## config.mk

```make
export PLATFORM = sky130hd
export DESIGN_NAME = fifo_flex
export DESIGN_NICKNAME = d
export VERILOG_FILES = /design/src/rtl/fifo_pkg.sv /design/src/rtl/fifo_wrap_ptr.sv /design/src/rtl/fifo_flex.sv
export SDC_FILE = /design/constraint.sdc
export NUM_CORES = 1
export LEC_CHECK = 0
export CAP_MARGIN = 20
export CORE_AREA = 10 10 91 93
export DETAILED_ROUTE_END_ITERATION = 10
export DIE_AREA = 0 0 101 103
export MAX_ROUTING_LAYER = met4
export PLACE_DENSITY_LB_ADDON = 0.1
export SLEW_MARGIN = 20
export SYNTH_ARGS = -nofsm -noshare
export SYNTH_HDL_FRONTEND = slang
export SYNTH_HIERARCHICAL = 1
export SYNTH_SLANG_ARGS = --single-unit
```

## constraint.sdc

```tcl
create_clock -name clk -period 3.35 [get_ports clk]
set_clock_uncertainty 0.2 [all_clocks]
set_input_delay 0.5025 -clock clk [delete_from_list [all_inputs] [get_ports clk]]
set_output_delay 0.5025 -clock clk [all_outputs]
set_load 0.01 [all_outputs]
```

## src/rtl/fifo_pkg.sv

```systemverilog
`default_nettype none
// ============================================================================
// Module   : fifo_pkg
// Purpose  : Shared sizing and pointer-wrap helpers for the fifo family.
// Revision : 1.0 - initial release
// ============================================================================
package fifo_pkg;

    // Bits needed to hold an occupancy of 0..depth inclusive.
    function automatic int cnt_width(input int depth);
        return $clog2(depth + 1);
    endfunction

    // Modulo-depth increment; wraps by compare so any depth is legal.
    function automatic int ptr_next(input int ptr, input int depth);
        return (ptr >= depth - 1) ? 0 : ptr + 1;
    endfunction

endpackage
`default_nettype wire

```

## src/rtl/fifo_wrap_ptr.sv

```systemverilog
`default_nettype none
// ============================================================================
// Module   : fifo_wrap_ptr
// Purpose  : Enabled pointer register that wraps from DEPTH-1 back to 0.
// Revision : 1.0 - initial release
// ============================================================================
module fifo_wrap_ptr
    import fifo_pkg::*;
#(
    parameter int DEPTH = 8,
    parameter int PTR_W = (DEPTH > 1) ? $clog2(DEPTH) : 1
) (
    input  logic             clk,
    input  logic             rst,
    input  logic             i_en,
    output logic [PTR_W-1:0] o_ptr
);

    logic [PTR_W-1:0] ptr_q;
    logic [PTR_W-1:0] ptr_d;

    always_comb begin
        ptr_d = ptr_q;
        if (i_en) begin
            ptr_d = PTR_W'(ptr_next(int'(ptr_q), DEPTH));
        end
    end

    always_ff @(posedge clk) begin
        if (rst) begin
            ptr_q <= '0;
        end else begin
            ptr_q <= ptr_d;
        end
    end

    assign o_ptr = ptr_q;

endmodule
`default_nettype wire

```

## src/rtl/fifo_flex.sv

```systemverilog
`default_nettype none
// ============================================================================
// Module   : fifo_flex
// Purpose  : Single-clock FIFO, any DEPTH >= 2, standard or FWFT read path,
//            registered status flags and overflow/underflow error pulses.
// Revision : 1.0 - initial release
// ============================================================================
module fifo_flex
    import fifo_pkg::*;
#(
    parameter int DATA_WIDTH = 8,
    parameter int DEPTH      = 8,
    parameter int FWFT       = 0,
    parameter int AF_THRESH  = DEPTH - 1,
    parameter int AE_THRESH  = 1
) (
    input  logic                          clk,
    input  logic                          rst,
    input  logic                          wr,
    input  logic [DATA_WIDTH-1:0]         data_in,
    input  logic                          rd,
    output logic [DATA_WIDTH-1:0]         data_out,
    output logic                          full,
    output logic                          empty,
    output logic                          almost_full,
    output logic                          almost_empty,
    output logic [cnt_width(DEPTH)-1:0]   count,
    output logic                          overflow,
    output logic                          underflow
);

    localparam int c_cw = cnt_width(DEPTH);
    localparam int c_pw = $clog2(DEPTH);
    localparam logic [c_cw-1:0] c_depth = c_cw'(DEPTH);
    localparam logic [c_cw-1:0] c_af    = c_cw'(AF_THRESH);
    localparam logic [c_cw-1:0] c_ae    = c_cw'(AE_THRESH);

    logic                  w_rd_ok;
    logic                  w_wr_ok;
    logic [c_pw-1:0]       w_wptr;
    logic [c_pw-1:0]       w_rptr;

    logic [c_cw-1:0]       count_q, count_d;
    logic                  full_q, full_d;
    logic                  empty_q, empty_d;
    logic                  af_q, af_d;
    logic                  ae_q, ae_d;
    logic                  ovf_q, ovf_d;
    logic                  unf_q, unf_d;

    logic [DATA_WIDTH-1:0] mem [DEPTH];

    // Flags are recomputed from the next count so they stay registered
    // with no combinational path from wr/rd.
    always_comb begin
        w_rd_ok = rd && !empty_q;
        w_wr_ok = wr && (!full_q || w_rd_ok);
        count_d = count_q;
        case ({w_wr_ok, w_rd_ok})
            2'b10:   count_d = count_q + 1'b1;
            2'b01:   count_d = count_q - 1'b1;
            default: count_d = count_q;
        endcase
        full_d  = (count_d == c_depth);
        empty_d = (count_d == '0);
        af_d    = (count_d >= c_af);
        ae_d    = (count_d <= c_ae);
        ovf_d   = wr && !w_wr_ok;
        unf_d   = rd && !w_rd_ok;
    end

    always_ff @(posedge clk) begin
        if (rst) begin
            count_q <= '0;
            full_q  <= 1'b0;
            empty_q <= 1'b1;
            af_q    <= 1'b0;
            ae_q    <= 1'b1;
            ovf_q   <= 1'b0;
            unf_q   <= 1'b0;
        end else begin
            count_q <= count_d;
            full_q  <= full_d;
            empty_q <= empty_d;
            af_q    <= af_d;
            ae_q    <= ae_d;
            ovf_q   <= ovf_d;
            unf_q   <= unf_d;
        end
    end

    fifo_wrap_ptr #(
        .DEPTH (DEPTH),
        .PTR_W (c_pw)
    ) u_wptr (
        .clk   (clk),
        .rst   (rst),
        .i_en  (w_wr_ok),
        .o_ptr (w_wptr)
    );

    fifo_wrap_ptr #(
        .DEPTH (DEPTH),
        .PTR_W (c_pw)
    ) u_rptr (
        .clk   (clk),
        .rst   (rst),
        .i_en  (w_rd_ok),
        .o_ptr (w_rptr)
    );

    // Storage is deliberately left unreset; occupancy tracking guards reads.
    always_ff @(posedge clk) begin
        if (!rst && w_wr_ok) begin
            mem[w_wptr] <= data_in;
        end
    end

    if (FWFT != 0) begin : g_fwft
        assign data_out = mem[w_rptr];
    end else begin : g_std
        logic [DATA_WIDTH-1:0] dout_q;
        logic [DATA_WIDTH-1:0] dout_d;

        always_comb begin
            dout_d = dout_q;
            if (w_rd_ok) begin
                dout_d = mem[w_rptr];
            end
        end

        always_ff @(posedge clk) begin
            if (rst) begin
                dout_q <= '0;
            end else begin
                dout_q <= dout_d;
            end
        end

        assign data_out = dout_q;
    end

    assign full         = full_q;
    assign empty        = empty_q;
    assign almost_full  = af_q;
    assign almost_empty = ae_q;
    assign count        = count_q;
    assign overflow     = ovf_q;
    assign underflow    = unf_q;

endmodule
`default_nettype wire

```

==> results of run 1 <==
[where the power goes]
| part | internal, uW | switching, uW |
|---|---|---|
| Clock | 364 | 372 |
| Sequential | 1230 | 65.7 |
| Combinational | 239 | 186 |
| Total | 1830 | 624 |
[worst min path at each step]
stage                           end  cells past startpoint
6_report       underflow$_SDFF_PP0_                      2
5_1_grt        underflow$_SDFF_PP0_                      2
4_1_cts        underflow$_SDFF_PP0_                      2
3_5_place_dp   underflow$_SDFF_PP0_                      2
3_3_place_gp   underflow$_SDFF_PP0_                      2
2_1_floorplan  underflow$_SDFF_PP0_                      2
[layout make-up]
| cell class | count | area share |
|---|---|---|
| well taps | 80 | 0.0239 |
| inverters | 2 | 0.00179 |
| multi-input cells | 112 | 0.262 |
| clock buffers | 12 | 0.0424 |
| repair buffers | 41 | 0.0907 |
| flip-flops and latches | 88 | 0.573 |
| clock inverters | 4 | 0.00716 |
[worst max-delay path: cells and delay by family]
kind	cells	cell delay [ns]
XOR/XNOR	3	0.58
adder cells (fa/ha/maj)	2	0.47
buffers and inverters	1	0.47
AO/OA/AOI/OAI	1	0.11
AND/OR/NAND/NOR	5	0.78
[registers in the layout, indices dropped and copies added, names as in the netlist]
signal,cells
overflow,1
almost_empty,1
count,4
full,1
almost_full,1
empty,1
mem,64
u_rptr/o_ptr,3
data_out,8
u_wptr/o_ptr,3
underflow,1
[cell families after synthesis]
group | Yosys count
muxes | 25
DFF | 88
adders and majority gates | 7
buffers and inverters | 13
xor gates and xnor gates | 4
AOI/OAI and AO/OA | 23
and+or+nand+nor | 53
[routing by layer]
layer  global-route usage  part of all wire  vias up
li1                     -                 -      918
met1                0.173              0.44      931
met2                0.213              0.49       50
met3               0.0315             0.060       10
met4               0.0611             0.012        0
met5                    -                 0        -
[through the flow]
stage	area (um^2)	util	power, uW	cells	setup slack, ns
floorplan	3590	-	1590	213	0.771
global route	4200	0.639	2590	339	0.227
detailed placement	3990	0.607	1750	323	0.123
finish	4200	0.639	2460	339	0.488
CTS	4200	0.639	2490	339	0.469
global placement	3990	0.607	1750	323	0.177
[cell usage in the layout, fill, tap and decap left out, types with 2 or more instances in the layout]
master	count
sky130_fd_sc_hd__edfxtp_1	64
sky130_fd_sc_hd__clkdlybuf4s50_1	29
sky130_fd_sc_hd__dfxtp_1	24
sky130_fd_sc_hd__nor2_1	23
sky130_fd_sc_hd__buf_4	12
sky130_fd_sc_hd__mux4_2	10
sky130_fd_sc_hd__mux2i_1	9
sky130_fd_sc_hd__clkbuf_8	9
sky130_fd_sc_hd__nand2b_1	8
sky130_fd_sc_hd__a211oi_1	8
sky130_fd_sc_hd__ha_1	7
sky130_fd_sc_hd__mux4_1	6
sky130_fd_sc_hd__nand2_1	5
sky130_fd_sc_hd__a32o_1	4
sky130_fd_sc_hd__nor3_1	3
sky130_fd_sc_hd__a21oi_2	3
sky130_fd_sc_hd__nand3_1	3
sky130_fd_sc_hd__inv_1	2
sky130_fd_sc_hd__xor2_1	2
sky130_fd_sc_hd__and3b_1	2
sky130_fd_sc_hd__o22ai_1	2
sky130_fd_sc_hd__a31o_2	2
sky130_fd_sc_hd__clkbuf_16	2
sky130_fd_sc_hd__inv_6	2
sky130_fd_sc_hd__nor3b_2	2
sky130_fd_sc_hd__or3b_1	2
==> metrics.log, run 1 <==
[metrics] fraction of the mapped netlist area in simple logic gates: 0.0813
[metrics] total power divided by cell area: 585 nW/um^2
[metrics] number of nets in the layout: 273
[metrics] root buffer cell: sky130_fd_sc_hd__clkbuf_8
[metrics] first element of the critical path: rd
[metrics] area fraction in compound gates after synthesis: 0.0513
[metrics] library cells used by synthesis: 37
[metrics] combinational family with the most area after synthesis: multiplexers
[metrics] Worst EP required: 3.41 ns
[metrics] Filler Cell Count: 478
[metrics] number of clock sinks: 88
[metrics] Max-Cap Viols: 0
[metrics] antenna violations before repair: 0
[metrics] area share of fa/ha/maj cells after synthesis: 0.0244
[metrics] Hold Crit Class: flip-flop to flip-flop
[metrics] critical path fanouts, max: 5
[metrics] Global Route Usage Sum: 0.139
[metrics] worst-skew pair later-pin latency: 0.35 ns
[metrics] run status: completed
[metrics] most area-consuming cells after synthesis: sky130_fd_sc_hd__edfxtp_1 54%, sky130_fd_sc_hd__dfxtp_1 13%, sky130_fd_sc_hd__mux4_2 6.3%
[metrics] upper clock frequency limit: 349 MHz
[metrics] Final ANT Viol Nets: 0
[metrics] clock tree from TritonCTS: yes
[metrics] total of buffers placed on input and output ports: 29
[metrics] final estimated routing congestion in global placement: 0.797
[metrics] dominant cell by count in the synthesized netlist: sky130_fd_sc_hd__edfxtp_1
[metrics] beginning of the worst register-to-register path: empty$_SDFF_PP1_
[metrics] Data arrival, critical path: 2.92 ns
[metrics] reg-to-reg slack, setup: 0.81 ns
[metrics] multiplexer area fraction after synthesis: 0.132
[metrics] Initial Utilization: 0.546
[metrics] unrepaired setup endpoints after global routing: no
[metrics] pin count of the biggest net entering global routing: 26
[metrics] worst slack on hold paths: 0.245 ns
[metrics] via count of the first global-routing pass: 1,923
[metrics] critical path type: input port to flip-flop
[metrics] worst-margin pin slew: 0.870 ns
[metrics] first-pass GRT wire length: 10.5 mm
[metrics] first-pass detailed-route iteration total: 4
[metrics] area of the mapped netlist: 3590 um^2
[metrics] endpoint class of the critical path: flip-flop
[metrics] number of endpoints with negative hold slack in the final report: 0
[metrics] detailed placer's ending HPWL: 4.26 mm
[metrics] CTS Buf Count: 9
[metrics] drc violations: 0
[metrics] element type at the critical path start: input port
[metrics] endpoint of the worst setup timing path: full$_SDFF_PP0_
[metrics] net count after synthesis: 232
[metrics] Top-Level Pins: 30
[metrics] area inside the core boundary: 6570 um^2
[metrics] Leakage Power: 0.00140 uW
[metrics] Placement Rows: 30
[metrics] hold buffers post-CTS: 0
[metrics] largest area contributor in the netlist: sky130_fd_sc_hd__edfxtp_1
[metrics] total wire length after detailed routing: 6.51 mm
[metrics] dominant register cell in the synthesized netlist: sky130_fd_sc_hd__edfxtp_1
[metrics] share of final-layout standard cells stronger than drive strength 1: 0.185
[metrics] worst slew margin relative to its limit: 0.419
[metrics] Die Outline Area: 10,400 um^2
[metrics] overflow left after global routing: 0
[metrics] flops & latches, synth: 88
[metrics] DIE WIDTH: 101 um
[metrics] number of design-rule violations left by the first detailed-router iteration: 43
[metrics] total negative slack: 0 ns
[metrics] synth warn: 6
[metrics] cell-by-cell listing of the critical path: clkdlybuf4s50_1 > nor2b_1 > nand2b_1 > nand2_1 > ha_1 > xor2_1 > ha_1 > a21oi_2 > xor2_1 > nor2_1 > xnor2_2 > nor4bb_2
[metrics] Post-synth top cells: 64 x sky130_fd_sc_hd__edfxtp_1, 24 x sky130_fd_sc_hd__dfxtp_1, 23 x sky130_fd_sc_hd__nor2_1
[metrics] area grow syn2layout: 17.0%
[metrics] Post-synth EDFFs: 64
[metrics] number of levels in the clock H-tree: 3
[metrics] antenna diode instance count: 0
[metrics] height of the die: 103 um
[metrics] total via count in the routed design: 1,909
[metrics] synthesized-area fraction occupied by xor and xnor cells: 0.0171
[metrics] Storage cell area: 2400 um^2
[metrics] end of the worst register-to-register path: full$_SDFF_PP0_
[metrics] Worst Min Path Start: empty$_SDFF_PP1_
[metrics] Clock Tree Buf Depth: 2
[metrics] min cycle time layout: 2.86 ns
[metrics] Final Setup Violations: 0
[metrics] cell with the largest stage delay on the worst path: sky130_fd_sc_hd__clkdlybuf4s50_1
[metrics] Final Cycle Share: 0.854
[metrics] area of combinational cells with multiple inputs: 1100 um^2
[metrics] Worst R2R Path Depth: 11
[metrics] area share of the largest cell type after synthesis: 0.536
[metrics] clock-pin slew reported for the worst setup and hold paths after clock tree synthesis: 0.09 ns
[metrics] Slew Limit Fails: 0
[metrics] peak supply drop: 0.357 mV
[metrics] syn avg cell area: 16.8 um^2
[metrics] synthesized instance count: 213
[metrics] stage delay of the slowest cell on the critical path: 0.47 ns
[metrics] register area share after synthesis: 0.670
[metrics] share of flip-flops with an asynchronous set or reset: 0
[metrics] mean routed wirelength per cell: 19.2 um
[metrics] Gates resized, CTS repair: 0
[metrics] via density per instance: 5.63
[metrics] number of buffers inserted by post-CTS setup repair: 0
Power figures use the tool's default switching activity.
==> run 2, diff against run 1 <==
- clock period: 3.35 -> 3.2 ns (I/O delays scaled with it)
==> metrics.log, run 2 (synthesis results as in run 1) <==
[metrics] element type at the critical path start: input port (unchanged)
[metrics] Leakage Power: 0.00139 uW (was 0.00140 uW)
[metrics] root buffer cell: sky130_fd_sc_hd__clkbuf_8 (unchanged)
[metrics] Filler Cell Count: 475 (was 478)
[metrics] area of combinational cells with multiple inputs: 1100 um^2 (unchanged)
[metrics] run status: completed (unchanged)
[metrics] total wire length after detailed routing: 6.41 mm (was 6.51 mm)
[metrics] Max-Cap Viols: 0 (unchanged)
[metrics] final estimated routing congestion in global placement: 0.828 (was 0.797)
[metrics] hold buffers post-CTS: 0 (unchanged)
[metrics] Slew Limit Fails: 0 (unchanged)
[metrics] mean routed wirelength per cell: 18.9 um (was 19.2 um)
[metrics] Die Outline Area: 10,400 um^2 (unchanged)
[metrics] number of buffers inserted by post-CTS setup repair: 0 (unchanged)
[metrics] endpoint class of the critical path: flip-flop (unchanged)
[metrics] power share of the clock group: 0.294 (was 0.300)
[metrics] overflow left after global routing: 0 (unchanged)
[metrics] Top-Level Pins: 30 (unchanged)
[metrics] commonest cells after routing, fill and taps aside: 64 x sky130_fd_sc_hd__edfxtp_1, 29 x sky130_fd_sc_hd__clkdlybuf4s50_1, 24 x sky130_fd_sc_hd__dfxtp_1 (unchanged)
[metrics] number of nets in the layout: 273 (unchanged)
[metrics] worst slack on hold paths: 0.269 ns (was 0.245 ns)
[metrics] Initial Utilization: 0.546 (unchanged)
[metrics] min cycle time layout: 2.77 ns
[metrics] worst-margin pin slew: 0.848 ns (was 0.870 ns)
[metrics] Data arrival, critical path: 2.83 ns (was 2.92 ns)
[metrics] cell-by-cell listing of the critical path: clkdlybuf4s50_1 > nor2b_1 > nand2b_1 > nand2_1 > ha_1 > xor2_1 > ha_1 > a21oi_2 > xor2_1 > nor2_1 > xnor2_2 > nor4bb_2 (unchanged)
[metrics] via density per instance: 5.64 (was 5.63)
[metrics] internal power summed over all cells: 1900 uW (was 1830 uW)
[metrics] worst slew margin relative to its limit: 0.434 (was 0.419)
[metrics] critical path fanouts, max: 5 (unchanged)
[metrics] clock tree from TritonCTS: yes (unchanged)
[metrics] total of buffers placed on input and output ports: 29 (unchanged)
[metrics] Cell Area, Placed: 3990 um^2 (unchanged)
[metrics] Storage cell area: 2400 um^2 (unchanged)
[metrics] peak supply drop: 0.364 mV (was 0.357 mV)
[metrics] height of the die: 103 um (unchanged)
[metrics] Switching Power: 645 uW (was 624 uW)
[metrics] Final Cycle Share: 0.864
[metrics] number of endpoints with negative hold slack in the final report: 0 (unchanged)
[metrics] antenna violations before repair: 0 (unchanged)
[metrics] Placement Rows: 30 (unchanged)
[metrics] number of levels in the clock H-tree: 3 (unchanged)
[metrics] total via count in the routed design: 1,911 (was 1,909)
[metrics] clock-pin slew reported for the worst setup and hold paths after clock tree synthesis: 0.08 ns (was 0.09 ns)
[metrics] worst-skew pair later-pin latency: 0.35 ns (about the same)
[metrics] Top reg by flops: mem (unchanged)
[metrics] max reg flops: 64 (unchanged)
[metrics] stage delay of the slowest cell on the critical path: 0.47 ns (about the same)
[metrics] area inside the core boundary: 6570 um^2 (unchanged)
[metrics] share of final-layout standard cells stronger than drive strength 1: 0.185 (unchanged)
[metrics] Layout Cell Area excl Fill: 4180 um^2 (was 4200 um^2)
[metrics] switching part of the total power: 0.254 (about the same)
[metrics] Clock Tree Buf Depth: 2 (unchanged)
[metrics] drc violations: 0 (unchanged)
[metrics] first-pass detailed-route iteration total: 4 (unchanged)
[metrics] first-pass GRT wire length: 10.1 mm (was 10.5 mm)
[metrics] area grow syn2layout: 16.6% (was 17.0%)
[metrics] Global Route Usage Sum: 0.135 (was 0.139)
[metrics] antenna diode instance count: 0 (unchanged)
[metrics] unrepaired setup endpoints after global routing: no (unchanged)
[metrics] CTS Buf Count: 9 (unchanged)
[metrics] Final ANT Viol Nets: 0 (unchanged)
[metrics] DIE WIDTH: 101 um (unchanged)
[metrics] share of power burned in combinational logic: 0.178 (was 0.173)
[metrics] Worst EP required: 3.27 ns (was 3.41 ns)
[metrics] pin count of the biggest net entering global routing: 26 (unchanged)
[metrics] detailed placer's ending HPWL: 4.24 mm (was 4.26 mm)
[metrics] most common cell after layout, fill and taps aside: sky130_fd_sc_hd__edfxtp_1 (unchanged)
[metrics] cell with the largest stage delay on the worst path: sky130_fd_sc_hd__clkdlybuf4s50_1 (unchanged)
[metrics] sequential cell fraction of total power: 0.527 (about the same)
[metrics] Hold Crit Class: flip-flop to flip-flop (unchanged)
[metrics] critical path type: input port to flip-flop (unchanged)
[metrics] number of clock sinks: 88 (unchanged)
[metrics] Final Setup Violations: 0 (unchanged)
[metrics] via count of the first global-routing pass: 1,887 (was 1,923)
[metrics] total power divided by cell area: 607 nW/um^2 (was 585 nW/um^2)
[metrics] number of design-rule violations left by the first detailed-router iteration: 110 (was 43)
[metrics] Gates resized, CTS repair: 0 (unchanged)
[metrics] upper clock frequency limit: 361 MHz
[metrics] total negative slack: 0 ns (unchanged)
-- run 2: power groups by stage --
stage	clock network [uW]	logic, uW	registers (uW)
after floorplan	0	289	1370
after global placement	0	456	1370
after detailed placement	0	461	1370
after CTS	768	463	1340
after global routing	821	499	1350
final	747	453	1340
-- run 2: area by class of cell --
type,count,area share
timing repair buffer,41,0.0909
clock buffer,9,0.0296
tap,80,0.0239
inverter,2,0.00179
sequential,88,0.574
multi-input combinational,112,0.262
clock inverter,7,0.0171
-- run 2: worst paths after layout --
kind                                       start              endpoint  slack, ns  cells after the start
worst max-delay path                          rd       full$_SDFF_PP0_       0.43                     12
worst min register to register  empty$_SDFF_PP1_  underflow$_SDFF_PP0_       0.27                      2
worst max register to register  empty$_SDFF_PP1_       full$_SDFF_PP0_       0.71                     11
worst min-delay path            empty$_SDFF_PP1_  underflow$_SDFF_PP0_       0.27                      2
-- run 2: worst max-delay path, delay by kind of cell --
kind	cells	cell delay, ns
buf+inv	1	0.47
simple gates	5	0.75
xor+xnor	3	0.57
fa+ha+maj	2	0.44
compound gates	1	0.11
-- run 2: metrics by stage --
| stage | total power (uW) | setup slack [ns] | cells | util |
|---|---|---|---|---|
| after global routing | 2670 | 0.259 | 339 | 0.637 |
| after floorplan | 1660 | 0.644 | 213 | - |
| final | 2540 | 0.434 | 339 | 0.637 |
| after CTS | 2570 | 0.398 | 339 | 0.637 |
| after global placement | 1820 | 0.106 | 323 | 0.607 |
| after detailed placement | 1830 | 0.0368 | 323 | 0.607 |
-- run 2: per-layer routing --
metal  up-vias  routed length, um  global-route usage
li1        916                  -                   -
met1       950               2880               0.160
met2        35               3140               0.209
met3        10                293              0.0429
met4         0                 98              0.0611
met5         -                  0                   -
